[config.mk]
export PLATFORM = sky130hd
export DESIGN_NAME = rf_dump_flat
export DESIGN_NICKNAME = d
export VERILOG_FILES = /design/src/rtl/rf_dump_if.sv /design/src/rtl/rf_dump.sv /design/src/flat_wrapper.sv
export SDC_FILE = /design/constraint.sdc
export NUM_CORES = 1
export LEC_CHECK = 0
export ABC_AREA = 1
export BUFFER_PORTS_ARGS = -buffer_cell sky130_fd_sc_hd__buf_2
export CAP_MARGIN = 20
export CORE_MARGIN = 8
export CORE_UTILIZATION = 42
export DETAILED_ROUTE_END_ITERATION = 7
export PLACE_DENSITY = 0.75
export SYNTH_ARGS = -nofsm -noshare
export SYNTH_HDL_FRONTEND = slang
export SYNTH_SLANG_ARGS = --single-unit
[constraint.sdc]
create_clock -name clk -period 1.2 [get_ports clk]
set_input_delay 0.06 -clock clk [delete_from_list [all_inputs] [get_ports clk]]
set_output_delay 0.06 -clock clk [all_outputs]
set_load 0.005 [all_outputs]
[src/rtl/rf_dump_if.sv]
// Debug dump output stream: one register value plus its index per beat,
// with a valid/ready handshake.
interface rf_dump_if #(
    parameter int SELW = 3,
    parameter int DW   = 16
);
    logic [DW-1:0]   dout;
    logic [SELW-1:0] dout_idx;
    logic            dout_valid;
    logic            dout_ready;

    modport master (
        output dout,
        output dout_idx,
        output dout_valid,
        input  dout_ready
    );

    modport slave (
        input  dout,
        input  dout_idx,
        input  dout_valid,
        output dout_ready
    );
endinterface

[src/rtl/rf_dump.sv]
// Register-file debug dump: on start, walks r0..NREGS-1 over one read port
// and streams each value with its index on a valid/ready channel.
module rf_dump #(
    parameter int NREGS = 8,
    parameter int SELW  = 3,
    parameter int DW    = 16
) (
    input  logic            clk,
    input  logic            rst,
    input  logic            start,
    input  logic            abort,
    output logic [SELW-1:0] regsel_out,
    input  logic [DW-1:0]   regdata_in,
    rf_dump_if.master       dst,
    output logic            busy,
    output logic            done,
    output logic            err
);

    typedef enum logic [1:0] {
        IDLE = 2'd0,
        READ = 2'd1,
        SEND = 2'd2,
        DONE = 2'd3
    } state_t;

    localparam logic [SELW-1:0] LAST_IDX = SELW'(NREGS - 1);

    state_t          state_q, state_d;
    logic [SELW-1:0] idx_q, idx_d;
    logic            hs;
    logic            cap;
    logic            drop;

    assign hs = dst.dout_valid && dst.dout_ready;

    always_ff @(posedge clk or negedge rst) begin
        if (!rst) begin
            state_q <= IDLE;
            idx_q   <= '0;
        end else begin
            state_q <= state_d;
            idx_q   <= idx_d;
        end
    end

    // abort outranks the handshake, so an aborted word is never counted as sent
    always_comb begin
        state_d = state_q;
        idx_d   = idx_q;
        cap     = 1'b0;
        drop    = 1'b0;
        case (state_q)
            IDLE: begin
                if (start) begin
                    idx_d   = '0;
                    state_d = READ;
                end
            end
            READ: begin
                if (abort) begin
                    idx_d   = '0;
                    state_d = IDLE;
                end else begin
                    cap     = 1'b1;
                    state_d = SEND;
                end
            end
            SEND: begin
                if (abort) begin
                    drop    = 1'b1;
                    idx_d   = '0;
                    state_d = IDLE;
                end else if (hs) begin
                    drop = 1'b1;
                    if (idx_q == LAST_IDX) begin
                        state_d = DONE;
                    end else begin
                        idx_d   = idx_q + SELW'(1);
                        state_d = READ;
                    end
                end
            end
            DONE: begin
                state_d = IDLE;
            end
            default: begin
                idx_d   = '0;
                state_d = IDLE;
            end
        endcase
    end

    always_ff @(posedge clk or negedge rst) begin
        if (!rst) begin
            dst.dout       <= '0;
            dst.dout_idx   <= '0;
            dst.dout_valid <= 1'b0;
            err            <= 1'b0;
        end else begin
            if (cap) begin
                dst.dout       <= regdata_in;
                dst.dout_idx   <= idx_q;
                dst.dout_valid <= 1'b1;
            end else if (drop) begin
                dst.dout_valid <= 1'b0;
            end
            err <= start && (state_q != IDLE);
        end
    end

    // Read select is only meaningful in READ; park it at 0 otherwise.
    assign regsel_out = (state_q == READ) ? idx_q : '0;
    assign busy       = (state_q != IDLE);
    assign done       = (state_q == DONE);

endmodule

[src/flat_wrapper.sv]
// flat-port wrapper written by rule: the top's interface ports become plain ports
module rf_dump_flat 
#(
    parameter int NREGS = 8,
    parameter int SELW  = 3,
    parameter int DW    = 16
)
  (clk, rst, start, abort, regsel_out, regdata_in, busy, done, err, dst_dout, dst_dout_idx, dst_dout_valid, dst_dout_ready);
  rf_dump_if #(.SELW(SELW), .DW(DW)) dst_i ();
  input  logic clk;
  input  logic rst;
  input  logic start;
  input  logic abort;
  output logic [SELW-1:0] regsel_out;
  input  logic [DW-1:0] regdata_in;
  output logic busy;
  output logic done;
  output logic err;
  output wire logic [$bits(dst_i.dout)-1:0] dst_dout;
  output wire logic [$bits(dst_i.dout_idx)-1:0] dst_dout_idx;
  output wire logic [$bits(dst_i.dout_valid)-1:0] dst_dout_valid;
  input wire logic [$bits(dst_i.dout_ready)-1:0] dst_dout_ready;
  assign dst_dout = dst_i.dout;
  assign dst_dout_idx = dst_i.dout_idx;
  assign dst_dout_valid = dst_i.dout_valid;
  assign dst_i.dout_ready = dst_dout_ready;
  rf_dump #(.NREGS(NREGS), .SELW(SELW), .DW(DW)) u_core (.clk(clk), .rst(rst), .start(start), .abort(abort), .regsel_out(regsel_out), .regdata_in(regdata_in), .dst(dst_i), .busy(busy), .done(done), .err(err));
endmodule
After elaboration in Yosys (flattened, before gate mapping)
Cells that the tools add are included.
Widths: inputs -> output; s select.
{ "classes": {"mux": 20, "addsub": 1, "div": 0, "n_shift": 0, "bitwise_logic": 0, "mul": 0, "eq_ne": 8, "n_lt_le_gt_ge": 0, "n_reduce_logical": 8} }
{ "op_table": {"columns": ["op", "n"], "rows": [
  ["$mux 3", 6],
  ["$mux 2", 5],
  ["$pmux 3 s3", 1],
  ["$pmux 2 s4", 1],
  ["$mux 1", 7],
  ["$reduce_and 5->1", 1],
  ["$eq 2x2->1 const B", 2],
  ["$ne 2x2->1 const B", 2],
  ["$reduce_bool 2->1", 2],
  ["$add 3x1->3 const B", 1],
  ["$eq 3x3->1 const B", 1],
  ["$ne 3x2->1 const B", 1],
  ["$ne 3x3->1 const B", 1],
  ["$reduce_bool 3->1", 1],
  ["$eq 2x1->1 const B", 1],
  ["$logic_and 1x1->1", 2],
  ["$logic_not 2->1", 1],
  ["$reduce_and 2->1", 1]
]} }
{ "totals": {"mem_bits_rw": 0, "inputBits": 21, "rom_bits": 0, "n_memories": 0, "output_inout_bits": 26, "ff_bits": 26, "word_cells": 43, "latch_bits": 0} }

Logic depth before layout (Yosys ltp)
Gate-level depths: netlist of the first run.
{ "logic_depth": {"word_depth": 6, "ltp_mapped": 8, "depth_no_buf": 8} }

Worst setup path before layout of the first run
OpenSTA, ideal clock, no wires.
{ "synth_timing": {"path_kind": "register to register", "startpoint": "register u_core.idx_q[0]", "endpoint": "register u_core.idx_q[0]", "n_path_buf": 0, "period_less_slack_ns": 1.249, "setup_slack_ns": -0.049, "required_time_ns": 1.083, "stages_incl_launch_ff": 9, "arrival_ns": 1.132, "setup_time_ns": 0.117, "path_cell_list": "dfrtp_1 -> ha_1 -> ha_1 -> nand2_1 -> nor2_1 -> nor2_4 -> nand2_2 -> nand2_1 -> nand2_1"} }
{ "synth_between": {"elab_chain_len": 5, "elab_cells_between_ends": 8, "cone_classes": "add/sub (1); eq/ne (2); mux (4); reduce/logical (1)"} }
{ "synth_lines": {"columns": ["element", "line_no", "rtl"], "rows": [
  ["from (decl)", "rf_dump.sv:30", "logic [SELW-1:0] idx_q, idx_d;"],
  ["from (signal assigned)", "rf_dump.sv:43", "idx_q <= idx_d;"],
  ["$add 3x1->3", "rf_dump.sv:79", "idx_d = idx_q + SELW'(1);"],
  ["$mux 3", "rf_dump.sv:76", "if (idx_q == LAST_IDX) begin"],
  ["$mux 3", "rf_dump.sv:74", "end else if (hs) begin"],
  ["$mux 3", "rf_dump.sv:70", "if (abort) begin"],
  ["$pmux 3 s3", "rf_dump.sv:53", "case (state_q)"]
]} }
Several ways; a longest one is shown, not always the timed one. The select of a mux whose other input is x is not followed.
A chain may end at the register's enable or synchronous reset.

Worst setup path after layout of the first run
{ "layout_timing": {"startpoint": "register u_core.idx_q[1]", "endpoint": "register u_core.idx_q[1]"} }
Same word-level chain as after synthesis.

==> metrics.cfg, run 1 <==
[sta]
rsz0062_at_grt=true
relSlewSlack=0.6088
skew_ps=6.694
hold_violations=0
worst_pin_slew_ps=586.8
report.final.slew_viol_count=0
fin_crit_sh=1.124
period_needed_ps=1348
finalWorstSetupSlack_ps=-148.5
fmax_mhz=741.6
whs_ps=95.11
setup_viol=18

[drt]
vias_per_cell=4.709
drt_iter0_markers=30
drtPass1Iterations=4
vias=1149
post-route-drc-count=0
detail-route-antenna-nets=0
wl_per_cell_um=14.05
drt_wl_total_mm=3.427

[logic_synthesis]
synth_cell_types=18
syn_area_per_cell_sq_um=8.639
yosys_warnings=0
synth_edf_count=0
synth_fp_nets=159
yosys.area.top_type_share=0.5538
ys.flop_type=dfrtp_1
synth_cells=136
ys_ff_latch=26
synth_async_sr_flop_share=1.000
netlist_area_sq_mm=0.001175
synthTopCellsByArea=dfrtp_1, nand2_1, inv_1
ys_seq_area_frac=0.5538
synth_top_cell_by_area=dfrtp_1

[layout]
drive_above_1_share=0.4930
final_cell_mix=nand2_1, buf_2, dfrtp_1
nNetsFinal=237
diodes=0
syn_to_final_growth_pct=59.85

[grt]
gr-usage-met2=0.2359
grt_pass1_wl_mm=4.816
grtUsageTotal=0.1315
top_usage_layer=met2
met3_usage=0.03716
grt_pass1_vias=1099
antenna_found_initial=0
use_met1=0.1448
overflow=0
grt_max_degree=27

[placed_design]
place_ws_ps=-117.1
hpwl_mm=2.128
port_buffers=46
globalplace.congestion=0.7600

[status]
status=complete, but fails checks
violations=negative setup slack

[floorplanning]
top_level_ports=47
num_rows=19
initial_core_util=0.4335
die_y_um=68.89
coreArea_sq_mm=0.002710
dieWidth_um=68.89
die_area_sq_mm=0.004746

[critical_path]
endpoint_kind=flop
worstPathArrival_ps=1570
cp-start-kind=flop
cp.required_ps=1420
critPathKind=reg -> reg
path_max_fanout=5

[clock_network]
cts_sinks=26
cts_tree=built
cts_buffer_depth=2
clock_latency_ps=320
numCtsBuffers=3
path_clk_slew_ps=140
h-tree-depth=1
cts_root_buf=clkbuf_4

[pwr]
ir_worst_vdd_mv=1.348
p_leak_nw=1.037
powerDensity_mw_per_mm2=1931

[hold_path]
hold_path_class=in -> reg

[flow_run]
drv_cap=0

==> critical path: stages (launching register included) <==
cell and delay (ps):
dfrtp_1 420, ha_2 200, ha_4 160, nand2_4 60, nor2_4 40, nor2_4 130, nand2_2 90, nand2_1 80
nand2_1 70
==> final cells by class <==
class                   instances  area [sq um]
repair inverters                2         22.52
inverters                      12         57.56
multi-input cells              95         569.3
well taps                      31         38.79
flip-flops and latches         26         653.1
fillers                       207         832.0
clock buffers                   4         36.28
repair buffers                 74         500.5
==> final timing paths <==
kind / slack [ps] / endpoint / cells after the start / from
min in group asynchronous: 260 / u_core.err$_DFF_PN0_ / 2 / rst
min: 100 / u_core.dst.dout_valid$_DFFE_PN0P_ / 4 / dst_dout_ready
max in group asynchronous: 520 / u_core.state_q[0]$_DFFE_PN0P_ / 2 / rst
max: -150 / u_core.idx_q[1]$_DFFE_PN0P_ / 8 / u_core.idx_q[1]$_DFFE_PN0P_
max reg2reg: -150 / u_core.idx_q[1]$_DFFE_PN0P_ / 8 / u_core.idx_q[1]$_DFFE_PN0P_
min reg2reg: 480 / u_core.dst.dout[11]$_DFFE_PN0N_ / 2 / u_core.dst.dout[11]$_DFFE_PN0N_
==> cell usage after synthesis, types with 2 or more instances <==
| master | count |
|---|---|
| nand2_2 | 3 |
| inv_1 | 9 |
| nor2_4 | 2 |
| nand2_1 | 66 |
| o21ai_2 | 3 |
| ha_1 | 2 |
| nand3_1 | 4 |
| a21oi_1 | 2 |
| nor2_1 | 9 |
| dfrtp_1 | 26 |
| inv_2 | 2 |
| buf_6 | 2 |
==> flip-flops by register name (all words and copies together) (netlist names) <==
register	cells
u_core.dst.dout	16
u_core.dst.dout_idx	3
u_core.idx_q	3
u_core.state_q	2
u_core.dst.dout_valid	1
u_core.err	1
==> through the flow <==
stage	total power [mW]	TNS [ps]	util	std cells	instance area [sq um]
3_3_place_gp	2.660	-73.89	0.5355	214	1451
2_1_floorplan	2.174	-64.09	-	136	1182
6_report	3.627	-783.4	0.6930	244	1878
5_1_grt	3.927	-2392	0.6930	244	1878
3_5_place_dp	2.716	-306.1	0.5355	214	1451
4_1_cts	3.231	-420.4	0.6233	236	1689
==> where the power goes <==
group / switching [mW] / total (mW) / internal, mW
sequential: 0.242 / 1.46 / 1.21
clock: 0.259 / 0.444 / 0.185
combinational: 0.946 / 1.73 / 0.780
total: 1.45 / 3.63 / 2.18
==> per-layer routing <==
metal,vias up,part of all wire
li1,568,-
met1,545,0.39
met2,34,0.53
met3,2,0.078
met4,0,0.0029
met5,-,0
==> cell families after synthesis <==
logic type	after synthesis	synth area share
and+or+nand+nor	87	0.3238
DFF	26	0.5538
adders and majority gates	2	0.02130
buffers and inverters	15	0.06603
AOI/OAI and AO/OA	6	0.03514
==> repair_timing <==
item	in CTS	in global routing
cloned	0	3
pin swaps	3	10
setup buffers	0	5
setup endpoints to repair	8	29
endpoints found under the hold margin	43	0
hold buffers	18	0
resized for setup	6	40
Note: power is estimated with default switching activity, not from simulation.
==> run 2: changes to the inputs <==
--- a/config.mk
+++ b/config.mk
@@ -12,6 +12,7 @@
 export CORE_UTILIZATION = 42
 export DETAILED_ROUTE_END_ITERATION = 7
 export PLACE_DENSITY = 0.75
+export RECOVER_POWER = 50
 export SYNTH_ARGS = -nofsm -noshare
 export SYNTH_HDL_FRONTEND = slang
 export SYNTH_SLANG_ARGS = --single-unit
==> run 2 against run 1 <==
Combinational power about the same. Via count unchanged. The run still ends with negative setup slack left. Highest routed layer unchanged. Register-to-register slack about the same.
==> metrics.cfg, run 2 (synthesis gave the netlist of run 1 again) <==
[layout]
top_register=u_core.dst.dout  ; unchanged
nNetsFinal=237  ; unchanged
final_common_cell=nand2_1
reg_top3=u_core.dst.dout x16, u_core.dst.dout_idx x3, u_core.idx_q x3  ; unchanged
multi_input_area_sq_um=569.3  ; unchanged
largest_register_ffs=16  ; unchanged
n_fill_cell=207  ; unchanged
diodes=0  ; unchanged
utilization=0.6930  ; unchanged
syn_to_final_growth_pct=59.85  ; unchanged
drive_above_1_share=0.4930  ; unchanged
instances_no_fill=244  ; unchanged
seqCellArea_sq_um=653.1  ; unchanged
final_cell_mix=nand2_1, buf_2, dfrtp_1  ; unchanged

[hold_path]
hold_path_class=in -> reg  ; unchanged

[grt]
grt_pass1_vias=1099  ; unchanged
antenna_found_initial=0  ; unchanged
overflow=0  ; unchanged
grtUsageTotal=0.1315  ; unchanged
grt_pass1_wl_mm=4.816  ; unchanged
grt_max_degree=27  ; unchanged

[floorplanning]
die_y_um=68.89  ; unchanged
die_area_sq_mm=0.004746  ; unchanged
top_level_ports=47  ; unchanged
initial_core_util=0.4335  ; unchanged
coreArea_sq_mm=0.002710  ; unchanged
num_rows=19  ; unchanged
dieWidth_um=68.89  ; unchanged

[placed_design]
hpwl_mm=2.128  ; unchanged
globalplace.congestion=0.7600  ; unchanged
port_buffers=46  ; unchanged
place_ws_ps=-117.1  ; unchanged
placed_cells=214  ; unchanged

[drt]
drtPass1Iterations=4  ; unchanged
detail-route-antenna-nets=0  ; unchanged
vias_per_cell=4.709  ; unchanged
vias=1149  ; unchanged
drt_iter0_markers=30  ; unchanged
post-route-drc-count=0  ; unchanged
drt_wl_total_mm=3.427  ; unchanged
wl_per_cell_um=14.05  ; unchanged

[pwr]
p_seq_frac=0.402  ; about the same
p_int_mw=2.180  ; about the same
pwr-share-comb=0.476  ; about the same
p_clk_frac=0.123  ; about the same
switchingPower_mw=1.447  ; about the same
ir_worst_vdd_mv=1.348  ; about the same
p_leak_nw=1.037  ; about the same
power.share.switching=0.3990  ; about the same
powerDensity_mw_per_mm2=1931  ; about the same
power.total_mw=3.627  ; about the same

[critical_path]
critPathKind=reg -> reg  ; unchanged
cp-start-kind=flop  ; unchanged
path_max_fanout=5  ; unchanged
cpPeakStageDelay_ps=420  ; about the same
crit_path_top_delay_cell=dfrtp_1  ; unchanged
cp.required_ps=1420  ; about the same
crit_buf_inv=0  ; unchanged
crit_chain=ha_2 > ha_4 > nand2_4 > nor2_4 > nor2_4 > nand2_2 > nand2_1 > nand2_1  ; unchanged
endpoint_kind=flop  ; unchanged
path_delay_family=simple AND/OR/NAND/NOR gates  ; unchanged
worstPathArrival_ps=1570  ; about the same

[sta]
fmax_mhz=741.6  ; unchanged
report.final.slew_viol_count=0  ; unchanged
relSlewSlack=0.5647  ; was 0.6088
period_needed_ps=1348  ; unchanged
worst_pin_slew_ps=653.0  ; was 586.8 ps
fin_crit_sh=1.124  ; unchanged
hold_violations=0  ; unchanged
setup_viol=18  ; unchanged
skew_ps=6.694  ; unchanged
rsz0062_at_grt=true  ; unchanged
finalWorstSetupSlack_ps=-148.5  ; unchanged

[clock_network]
cts_sinks=26  ; unchanged
numCtsBuffers=3  ; unchanged
path_clk_slew_ps=140  ; about the same
cts_tree=built  ; unchanged
cts_buffer_depth=2  ; unchanged
h-tree-depth=1  ; unchanged
clock_latency_ps=320  ; about the same
cts_root_buf=clkbuf_4  ; unchanged

[flow_run]
drv_cap=0  ; unchanged

[status]
violations=negative setup slack  ; unchanged
status=complete, but fails checks  ; unchanged

## run 2: worst reg2reg max path, delay by kind of cell, from the launching register on
family | cells | cell delay, ps
AND/OR/NAND/NOR | 6 | 470
flip-flops | 1 | 420
adder cells (fa/ha/maj) | 2 | 360
## run 2: area by class of cell
cell class,instances,area share
sequential,26,0.3478
inverter,12,0.03065
timing repair inverter,2,0.01199
tap,31,0.02065
clock buffer,4,0.01932
timing repair buffer,74,0.2665
multi-input combinational,95,0.3031
## run 2: timing repair
item,CTS,global route
endpoints found under the hold margin,43,0
hold buffers,18,0
setup buffers,0,5
endpoints found under the setup margin,8,29
cloned,0,3
pin swaps,3,10
gates resized for setup,6,40
## run 2: worst paths after layout
kind,startpoint,endpoint,slack (ps),depth (start not counted)
worst max-delay path,u_core.idx_q[1]$_DFFE_PN0P_,u_core.idx_q[1]$_DFFE_PN0P_,-150,8
worst min-delay path,dst_dout_ready,u_core.dst.dout_valid$_DFFE_PN0P_,100,4
worst max register to register,u_core.idx_q[1]$_DFFE_PN0P_,u_core.idx_q[1]$_DFFE_PN0P_,-150,8
worst min register to register,u_core.dst.dout[11]$_DFFE_PN0N_,u_core.dst.dout[11]$_DFFE_PN0N_,480,2
max in group asynchronous,rst,u_core.state_q[0]$_DFFE_PN0P_,460,2
min in group asynchronous,rst,u_core.err$_DFF_PN0_,280,2
## run 2: metrics by stage
step                      cell area [sq um]  setup TNS [ps]  hold WS, ps
after CTS                              1689          -420.4        90.10
after detailed placement               1451          -306.1        105.5
final                                  1878          -783.4        95.11
after global placement                 1451          -73.89        86.70
after global routing                   1878           -2392        129.0
after floorplan                        1182          -64.09       -235.6
## run 2: power groups by stage
stage | clock network [mW] | registers, mW | logic [mW]
after detailed placement | 0 | 1.42 | 1.30
after floorplan | 0 | 1.45 | 0.725
final | 0.444 | 1.46 | 1.73
after global placement | 0 | 1.40 | 1.26
after CTS | 0.466 | 1.40 | 1.36
after global routing | 0.493 | 1.51 | 1.92
## run 2: routing by layer
metal  track usage  wire [um]
met1        0.1448       1325
met2        0.2359       1821
met3       0.03716        269
met4       0.04511         10
met5             0          0
